--- src/rtl/pipe_reg_pkg.sv ---
// Shared constants and helpers for the pipe_reg valid/ready register pipeline.
package pipe_reg_pkg;

  localparam int unsigned DEF_WIDTH  = 8;
  localparam int unsigned DEF_STAGES = 3;

  // Bits needed to count 0..stages valid entries.
  function automatic int unsigned occ_width(input int unsigned stages);
    return $clog2(stages + 1);
  endfunction

endpackage

--- src/rtl/pipe_reg_stage.sv ---
// One pipeline slot: valid bit plus enable-gated data register, sync active-low reset and flush.
module pipe_reg_stage #(
  parameter int unsigned       WIDTH     = 8,
  parameter logic [WIDTH-1:0]  RESET_VAL = '0
) (
  input  logic             clk,
  input  logic             reset,
  input  logic             flush,
  input  logic             en,
  input  logic             ld,
  input  logic             v_in,
  input  logic [WIDTH-1:0] d_in,
  output logic             v,
  output logic [WIDTH-1:0] d
);

  // Data only moves with a valid message so an emptied slot keeps its last value.
  always_ff @(posedge clk) begin
    if (!reset || flush) begin
      v <= 1'b0;
      d <= RESET_VAL;
    end else begin
      if (en) v <= v_in;
      if (ld) d <= d_in;
    end
  end

endmodule

--- src/rtl/pipe_reg.sv ---
// Bubble-collapsing valid/ready register pipeline of STAGES slots.
// Optional occupancy counter output enabled by defining PIPE_REG_OCC_EN.
module pipe_reg
  import pipe_reg_pkg::*;
#(
  parameter int unsigned      WIDTH     = DEF_WIDTH,
  parameter int unsigned      STAGES    = DEF_STAGES,
  parameter logic [WIDTH-1:0] RESET_VAL = '0
) (
  input  logic             clk,
  input  logic             reset,
  input  logic             flush,
  input  logic             in_val,
  output logic             in_rdy,
  input  logic [WIDTH-1:0] in_msg,
  output logic             out_val,
  input  logic             out_rdy,
  output logic [WIDTH-1:0] out_msg
`ifdef PIPE_REG_OCC_EN
  ,
  output logic [occ_width(STAGES)-1:0] occ
`endif
);

  logic [STAGES-1:0] v;
  logic [WIDTH-1:0]  d [STAGES];
  logic [STAGES-1:0] rdy;

  // A slot can load when it or any slot downstream of it is empty, or the tail drains.
  always_comb begin
    logic acc;
    rdy = '0;
    acc = out_rdy;
    for (int i = int'(STAGES) - 1; i >= 0; i--) begin
      acc    = acc | !v[i];
      rdy[i] = acc;
    end
  end

  for (genvar i = 0; i < int'(STAGES); i++) begin : g_stage
    logic             v_in;
    logic             ld;
    logic [WIDTH-1:0] d_in;
    if (i == 0) begin : g_head
      assign v_in = in_val;
      assign d_in = in_msg;
    end else begin : g_body
      assign v_in = v[i-1];
      assign d_in = d[i-1];
    end
    assign ld = rdy[i] & v_in;

    pipe_reg_stage #(
      .WIDTH     (WIDTH),
      .RESET_VAL (RESET_VAL)
    ) u_stage (
      .clk   (clk),
      .reset (reset),
      .flush (flush),
      .en    (rdy[i]),
      .ld    (ld),
      .v_in  (v_in),
      .d_in  (d_in),
      .v     (v[i]),
      .d     (d[i])
    );
  end

  // Flush and reset block both handshakes so nothing is reported as transferred.
  assign in_rdy  = rdy[0] & !flush & reset;
  assign out_val = v[STAGES-1] & !flush & reset;
  assign out_msg = d[STAGES-1];

`ifdef PIPE_REG_OCC_EN
  localparam int unsigned OCC_W = occ_width(STAGES);

  logic enq;
  logic deq;
  assign enq = in_val & in_rdy;
  assign deq = out_val & out_rdy;

  always_ff @(posedge clk) begin
    if (!reset || flush) begin
      occ <= '0;
    end else if (enq && !deq) begin
      occ <= occ + OCC_W'(1);
    end else if (deq && !enq) begin
      occ <= occ - OCC_W'(1);
    end
  end
`endif

endmodule

--- config.mk ---
export PLATFORM = sky130hd
export DESIGN_NAME = pipe_reg
export DESIGN_NICKNAME = d
export VERILOG_FILES = /design/src/rtl/pipe_reg_pkg.sv /design/src/rtl/pipe_reg_stage.sv /design/src/rtl/pipe_reg.sv
export SDC_FILE = /design/constraint.sdc
export NUM_CORES = 1
export LEC_CHECK = 0
export ABC_AREA = 1
export CAP_MARGIN = 20
export CORE_AREA = 2 2 53 55
export CTS_CLUSTER_SIZE = 14
export DETAILED_ROUTE_END_ITERATION = 10
export DIE_AREA = 0 0 55 57
export PLACE_DENSITY = 0.69
export SYNTH_ARGS = -nofsm -noshare
export SYNTH_HDL_FRONTEND = slang
export SYNTH_SLANG_ARGS = --single-unit
export TNS_END_PERCENT = 1
--- constraint.sdc ---
create_clock -name clk -period 0.94 [get_ports clk]
set_input_delay 0.094 -clock clk [delete_from_list [all_inputs] [get_ports clk]]
set_output_delay 0.094 -clock clk [all_outputs]
set_load 0.005 [all_outputs]
# ---- Yosys cells after proc, flatten, opt, wreduce, memory -nomap -nowiden
# Index checks and enable logic that the tools add are counted.
dict set report classes {
  n_reduce_logical 6
  n_bitwise 10
}
# op count
set ops {}
lappend ops {{bitwise AND 1 bit} 7}
lappend ops {{logical NOT 1 bit} 5}
lappend ops {{OR 1 bit} 3}
lappend ops {{logical OR 1 bit} 1}
dict set report word_totals {
  wordCells 22
  out_inout_bits 10
  reg_bits 27
}

# ---- Depth between registers and ports, before layout
# Gate-level depths: netlist (run 1).
dict set report depth {
  depth_word 6
  mapped_depth 6
  mapped_depth_nobuf 6
}

# ---- Cells and area by module
# Synthesis (run 1) repeated with hierarchy kept, for this count alone.
dict set report unflattened {
  hier_cells 137
  hier_area_um2 1212.4
}
# module area_each_um2 instances cells_each
set by_module_without_submodules {}
lappend by_module_without_submodules {pipe_reg_stage 379.1 3 41}
lappend by_module_without_submodules {pipe_reg 75.1 1 14}

# ---- Least setup slack after synthesis (run 1)
# No wires, ideal clock.
dict set report synth_timing {
  kind {register -> register}
  from {reg g_stage[2].u_stage.v}
  to {reg g_stage[1].u_stage.d[0]}
  period_less_slack_ps 982
  required_ps 827
  arrival_ps 869
  path_slack_ps -42
  setup_ps 113
  stages_incl_launch_ff 6
  path_cell_list {dfxtp_1 > nand3_1 > nand2_2 > inv_2 > nor2_1 > nor2_1}
}
dict set report synth_via {
  elab_chain_cells 4
}
# item line_no
set synth_rtl {}
lappend synth_rtl {{start: declaration} pipe_reg_stage.sv:13} ;# output logic v,
lappend synth_rtl {{start signal: assignment} pipe_reg_stage.sv:23} ;# if (en) v <= v_in;
lappend synth_rtl {{logical NOT 1 bit} pipe_reg.sv:35} ;# acc = acc | !v[i];
lappend synth_rtl {{OR 1 bit (2 in a row)} pipe_reg.sv:35}
lappend synth_rtl {{bitwise AND 1 bit} pipe_reg.sv:51} ;# assign ld = rdy[i] & v_in;
lappend synth_rtl {{end signal: assignment} pipe_reg_stage.sv:24} ;# if (ld) d <= d_in;
lappend synth_rtl {{end: declaration} pipe_reg_stage.sv:14} ;# output logic [WIDTH-1:0] d
# Every way passes these cells.
# A chain may end at the register's enable or synchronous reset.

# ---- Final worst setup path (run 1)
dict set report layout_timing {
  from {reg g_stage[2].u_stage.v}
  to {out in_rdy}
}
dict set report layout_via {
  elab_chain_cells 6
}
# item line_no
set layout_rtl {}
lappend layout_rtl {{logical NOT 1 bit} pipe_reg.sv:35}
lappend layout_rtl {{OR 1 bit (3 in a row)} pipe_reg.sv:35}
lappend layout_rtl {{bitwise AND 1 bit (2 in a row)} pipe_reg.sv:70} ;# assign in_rdy = rdy[0] & !flush & reset;
lappend layout_rtl {{end: declaration} pipe_reg.sv:14} ;# output logic in_rdy,
# Every way passes these cells.

==> qor.csv, run 1 <==
stage,metric,value,unit
sta,final worst slack,-0.2414,ns
run_status,failing checks,setup timing,
logic_synthesis,#FFs+latches synth,27,
power,static leakage,0.6328,nW
critical_path,critical path startpoint category,register,
clocking,clock buffer count from CTS,3,
logic_synthesis,adder-cell share of the synthesized area,0,%
global_route,initial antenna violation count,0,
worst_hold_path,hold depth,5,
floorplanning,die footprint,0.003135,mm²
critical_path,CP Capture Type,output port,
logic_synthesis,Synth Area in Simple Gates,26.50,%
logic_synthesis,XOR/XNOR Fraction of Synth Area,0,%
floorplanning,IO Pins,23,
place,gpl congestion,0.6774,
clocking,clk root buf,clkbuf_4,
sta,fin. max-slew vios,0,
layout,area of the multi-input gates,449.2,µm²
global_route,vias in the first global route,871,
clocking,Worst-path clk slew,0.15,ns
sta,unrepaired setup endpoints after global routing,true,
power,Tot Pwr,1.924,mW
floorplanning,Die Span Y,57,µm
critical_path,CP Class,register to output port,
place,dpl hpwl,1.448,mm
sta,Tmin final,1.181,ns
clocking,H-Tree Level Count,1,
critical_path,R2R cell count,7,
critical_path,Worst EP required,0.85,ns
global_route,first-pass GRT wire length,3.394,mm
critical_path,Worst EP arrival,1.09,ns
logic_synthesis,main combinational cell family by area after synthesis,simple AND/OR/NAND/NOR gates,
layout,layout cells sized above 1,29.31,%
logic_synthesis,"Warnings, synthesis",0,
layout,fin area,0.001433,mm²
place,Port Buffer Count,22,
sta,worst slew pin tran,0.2103,ns
route,initial DRC count,12,
layout,register area,556.8,µm²
layout,diode count,0,
sta,Hold Fails Final Rpt,0,
worst_hold_path,Hold Path Class,input pin to register,
sta,achievable frequency,846.5,MHz
route,via count,929,
global_route,global route total overflow,0,
global_route,GRT Overall Usage,14.49,%
logic_synthesis,cells after synthesis,139,
place,placed cell area,0.001334,mm²
logic_synthesis,distinct cell type count after synthesis,14,
clocking,TritonCTS clock tree,built,
layout,nets,188,
route,DR pass1 iterations,4,
floorplanning,initial core utilization,39.90,%
logic_synthesis,Post-Syn Area per Cell,7.507,µm²
critical_path,CP Max Fanout,2,
floorplanning,Site Rows,19,
sta,Final period util,125.7,%
flow_run,max-cap violations,0,
logic_synthesis,"Seq/Total Area, Yosys",51.80,%
power,PwrDens,1343,mW/mm²
clocking,Worst-Skew Late Latency,0.33,ns
logic_synthesis,post-synthesis compound-gate area fraction,12.95,%
sta,clock skew,0.009277,ns
run_status,status,"finished, violations left",
place,placed insts,195,
route,WL per Instance,9.820,µm
sta,final setup violation count,29,
logic_synthesis,mux share of post-synthesis cell area,0,%
clocking,clk sinks,27,
route,vias per inst,4.532,
floorplanning,Core Area,0.002615,mm²
logic_synthesis,mapped cell area,0.001044,mm²
route,routed wire length,2.013,mm
layout,P&R area growth vs syn,37.29,%
route,Post-DRT Antenna Nets,0,
floorplanning,DIE WIDTH,55,µm
critical_path,R2R Setup Slk,-0.21,ns
global_route,largest net degree at the start of global routing,18,
layout,fillers,264,
route,DRC Markers,0,
power,Max VDD drop,0.0007582,V
sta,slew margin rel.,85.97,%
layout,post-route insts no fill,205,
logic_synthesis,Syn Nets,152,
clocking,Longest Clk Path Bufs,2,
[final timing paths]
check | from | endpoint
setup reg to reg | g_stage[2].u_stage.v | g_stage[1].u_stage.d[7]
setup / recovery | g_stage[2].u_stage.v | in_rdy
hold / removal | in_msg[3] | g_stage[0].u_stage.d[3]
hold reg to reg | g_stage[2].u_stage.d[4] | g_stage[2].u_stage.d[4]
[flip-flops by register name (all words and copies together), names as in the netlist]
name               cells
g_stage.u_stage.v      3
g_stage.u_stage.d     24
[routing by layer]
| metal | GRT usage, % | vias to the layer above | wire length [µm] |
|---|---|---|---|
| met5 | 0 | - | 0 |
| met2 | 24.83 | 21 | 981 |
| met1 | 16.64 | 398 | 894 |
| met4 | 6.272 | 0 | 26 |
| met3 | 3.403 | 4 | 110 |
| li1 | - | 506 | - |
[cells by family (layout without fill, tap and decap cells)]
group           Yosys count  after routing
buf+inv                  21             55
flops                    27             27
simple gates             64             65
compound gates           27             27
[report_power, final]
part | leakage (nW) | internal, mW | switching (mW) | total [mW]
clock | 0.0139 | 0.163 | 0.357 | 0.520
sequential | 0.225 | 1.17 | 0.0157 | 1.19
combinational | 0.394 | 0.116 | 0.103 | 0.219
total | 0.633 | 1.45 | 0.475 | 1.92
[cells in the final DEF, fill, tap and decap left out, types with 2 or more instances in the layout]
| master | Yosys | layout |
|---|---|---|
| dfxtp_1 | 27 | 16 |
| nand3_1 | 9 | 8 |
| buf_2 | 4 | 9 |
| nand2_4 | 0 | 2 |
| nand2_1 | 10 | 8 |
| a21oi_1 | 11 | 10 |
| buf_4 | 0 | 11 |
| buf_6 | 1 | 2 |
| clkdlybuf4s50_1 | 0 | 12 |
| dfxtp_2 | 0 | 10 |
| clkbuf_4 | 0 | 3 |
| o21ai_1 | 9 | 13 |
| inv_1 | 13 | 13 |
| nand2_2 | 2 | 3 |
| nor2_1 | 41 | 40 |
| o21ai_0 | 7 | 3 |
[worst max-delay path, cell delays in order, from the launching register on]
cell and delay [ns]:
dfxtp_4 0.38, buf_6 0.09, nand4_4 0.07, nand2_2 0.08, inv_2 0.04, buf_6 0.10
[Yosys cell counts]
| cell | count | area [µm²] |
|---|---|---|
| buf_6 | 1 | 11.26 |
| nand2_1 | 10 | 37.54 |
| nand2_2 | 2 | 12.51 |
| nor2_1 | 41 | 153.9 |
| nand4_4 | 1 | 21.27 |
| inv_2 | 3 | 11.26 |
| buf_2 | 4 | 20.02 |
| nand3_1 | 9 | 45.04 |
| dfxtp_1 | 27 | 540.5 |
| inv_1 | 13 | 48.80 |
| o21ai_0 | 7 | 35.03 |
| nor2_2 | 1 | 6.260 |
| a21oi_1 | 11 | 55.05 |
| o21ai_1 | 9 | 45.04 |
[what timing repair did]
action	in CTS	in global routing
gates resized for setup	58	11
gates cloned	0	1
setup buffers	4	1
pin swaps	5	3
hold buffers	0	0
endpoints found under the setup margin	34	29
[stage by stage]
stage	utilization, %	TNS (ns)	setup slack [ns]	hold WS, ns
floorplan	-	-0.1105	-0.01381	0.2847
global placement	51.00	-8.372	-0.5479	0.4614
detailed placement	51.00	-9.743	-0.5639	0.4688
CTS	52.97	-4.740	-0.2773	0.3755
global route	54.78	-6.452	-0.2921	0.4045
finish	54.78	-4.605	-0.2414	0.3757
[area by class of cell]
type	count	area share, %
inverters	16	4.716
well taps	31	2.707
clock inverters	1	0.5240
clock buffers	3	1.572
flip-flops and latches	27	38.86
repair buffers	35	20.26
multi-input cells	92	31.35
Power figures use the tool's default switching activity.
==> run 2: changes to the inputs <==
- CAP_MARGIN: 20 -> not set
- GPL_ROUTABILITY_DRIVEN: not set -> 0
- SKIP_CTS_REPAIR_TIMING: not set -> 1
==> run 2 against run 1 <==
The run still ends with setup timing left. Critical path type unchanged. Sequential power hardly changed. Routed wire length down 4.5%. Cell area decreased by 5.0%. Die area stayed put.
==> qor.csv, run 2 (synthesis results as in run 1) <==
stage,metric,value,unit,change
floorplanning,Site Rows,19,,unchanged
critical_path,worst path bufs/invs,3,,unchanged
global_route,vias in the first global route,825,,was 871
layout,top flop regs,"g_stage.u_stage.d x24, g_stage.u_stage.v x3",,unchanged
critical_path,CP Class,register to output port,,unchanged
clocking,clock buffer count from CTS,3,,unchanged
route,routed wire length,1.922,mm,was 2.013 mm
layout,most frequent cells in the layout,"nor2_1 (41), dfxtp_1 (16), inv_1 (13), clkdlybuf4s50_1 (12)",,"was nor2_1 (40), dfxtp_1 (16), inv_1 (13), o21ai_1 (13), clkdlybuf4s50_1 (12)"
layout,layout cells sized above 1,24.85,%,was 29.31%
critical_path,worst reg2reg path endpoint,g_stage[0].u_stage.d[4],,was g_stage[1].u_stage.d[7]
clocking,H-Tree Level Count,1,,unchanged
floorplanning,Core Area,0.002615,mm²,unchanged
sta,Tmin final,1.242,ns,was 1.181 ns
critical_path,critical path startpoint category,register,,unchanged
route,DRC Markers,0,,unchanged
sta,fin. max-slew vios,0,,unchanged
power,static leakage,0.5865,nW,was 0.6328 nW
route,vias per inst,4.570,,was 4.532
sta,final setup violation count,19,,was 29
clocking,clk sinks,27,,unchanged
clocking,Worst-path clk slew,0.15,ns,about the same
sta,achievable frequency,805.2,MHz,was 846.5 MHz
floorplanning,initial core utilization,39.90,%,unchanged
power,Max VDD drop,0.0007361,V,was 0.0007582 V
sta,Fin Setup TNS,-2.120,ns,was -4.605 ns
power,PwrDens,1402,mW/mm²,was 1343 mW/mm²
layout,P&R area growth vs syn,30.46,%,was 37.29%
global_route,initial antenna violation count,0,,unchanged
place,Port Buffer Count,22,,unchanged
critical_path,Worst R2R Start,g_stage[2].u_stage.v,,unchanged
critical_path,Worst EP required,0.85,ns,about the same
layout,nets,183,,was 188
layout,diode count,0,,unchanged
critical_path,CP Capture Type,output port,,unchanged
sta,Final period util,132.1,%,was 125.7%
critical_path,crit path max-delay cell type,dfxtp_4,,unchanged
floorplanning,die footprint,0.003135,mm²,unchanged
critical_path,Worst EP arrival,1.15,ns,was 1.09 ns
worst_hold_path,hold depth,5,,unchanged
route,DR pass1 iterations,4,,unchanged
place,dpl hpwl,1.448,mm,unchanged
critical_path,crit-path leading delay family,flip-flops,,unchanged
power,Tot Pwr,1.909,mW,was 1.924 mW
floorplanning,Die Span Y,57,µm,unchanged
global_route,largest net degree at the start of global routing,18,,unchanged
global_route,global route total overflow,0,,unchanged
route,initial DRC count,8,,was 12
clocking,TritonCTS clock tree,built,,unchanged
clocking,clk root buf,clkbuf_4,,unchanged
critical_path,R2R Setup Slk,-0.16,ns,was -0.21 ns
worst_hold_path,Hold EP,g_stage[0].u_stage.d[3],,unchanged
run_status,status,"finished, violations left",,unchanged
worst_hold_path,Hold Path Class,input pin to register,,unchanged
sta,Hold Fails Final Rpt,0,,unchanged
critical_path,R2R cell count,5,,was 7
sta,final worst slack,-0.3019,ns,was -0.2414 ns
layout,register with the highest flop count,g_stage.u_stage.d,,unchanged
layout,"commonest non-fill, non-tap cell in the layout",nor2_1,,unchanged
flow_run,max-cap violations,0,,unchanged
critical_path,largest stage delay on the critical path,0.39,ns,was 0.38 ns
route,via count,914,,was 929
sta,worst slew pin tran,0.1518,ns,was 0.2103 ns
route,WL per Instance,9.610,µm,was 9.820 µm
global_route,GRT Overall Usage,13.91,%,was 14.49%
run_status,failing checks,setup timing,,unchanged
clocking,Longest Clk Path Bufs,2,,unchanged
critical_path,CP Max Fanout,4,,was 2
floorplanning,DIE WIDTH,55,µm,unchanged
layout,number of flip-flops in the largest register,24,,unchanged
sta,unrepaired setup endpoints after global routing,true,,unchanged
global_route,first-pass GRT wire length,3.236,mm,was 3.394 mm
floorplanning,IO Pins,23,,unchanged
sta,clock skew,0.005337,ns,was 0.009277 ns
clocking,Worst-Skew Late Latency,0.33,ns,about the same
worst_hold_path,Hold Crit Start,in_msg[3],,unchanged
sta,slew margin rel.,89.77,%,was 85.97%
critical_path,CP Cell Sequence,buf_6 -> nand4_4 -> nand2_2 -> inv_2 -> clkbuf_2,,was buf_6 -> nand4_4 -> nand2_2 -> inv_2 -> buf_6
route,Post-DRT Antenna Nets,0,,unchanged
==> run 2: changes by cell type in the layout (fill, tap and decap cells not counted), sizes merged <==
cell,delta
nand2,-1
buf,-14
clkbuf,+10
==> run 2: final cells by class <==
cell class                      count  area (µm²)
Clock buffer                        3       22.52
Inverter                           16       62.56
Tap cell                           31       38.79
Fill cell                         269        1254
Clock inverter                      1       7.507
Sequential cell                    27       559.3
Multi-Input combinational cell     91       429.2
Timing Repair Buffer               31       241.5
==> run 2: metal layers <==
layer,routed length [µm],GRT usage [%]
met5,0,0
met4,26,6.272
met1,860,15.81
met2,912,23.81
met3,122,3.403
==> run 2: worst min-delay path, cell delays in order <==
cell,delay [ns]
clkdlybuf4s50_1,0.39
inv_1,0.05
nand3_1,0.07
nand2_1,0.06
nor2_1,0.03
==> run 2: worst max path at each step <==
stage | startpoint | end | slack, ns | cells past startpoint
floorplan | g_stage[0].u_stage.v | g_stage[0].u_stage.d[0] | -0.01 | 4
global placement | reset | out_val | -0.55 | 6
detailed placement | reset | out_val | -0.56 | 6
CTS | g_stage[2].u_stage.v | in_rdy | -0.60 | 4
global route | g_stage[2].u_stage.v | in_rdy | -0.37 | 5
finish | g_stage[2].u_stage.v | in_rdy | -0.30 | 5
==> run 2: per-stage QoR <==
stage	hold slack (ns)	utilization, %	setup slack (ns)	cell area [µm²]	instances
3_3_place_gp	0.4614	51.00	-0.5479	1334	195
4_1_cts	0.3754	52.15	-0.6044	1364	199
5_1_grt	0.4033	52.06	-0.3656	1361	200
2_1_floorplan	0.2847	-	-0.01381	1046	139
6_report	0.3767	52.06	-0.3019	1361	200
3_5_place_dp	0.4688	51.00	-0.5639	1334	195
==> run 2: report_power, final <==
| group | switching, mW | internal [mW] |
|---|---|---|
| registers | 0.0158 | 1.17 |
| logic | 0.0961 | 0.110 |
| clock network | 0.356 | 0.163 |
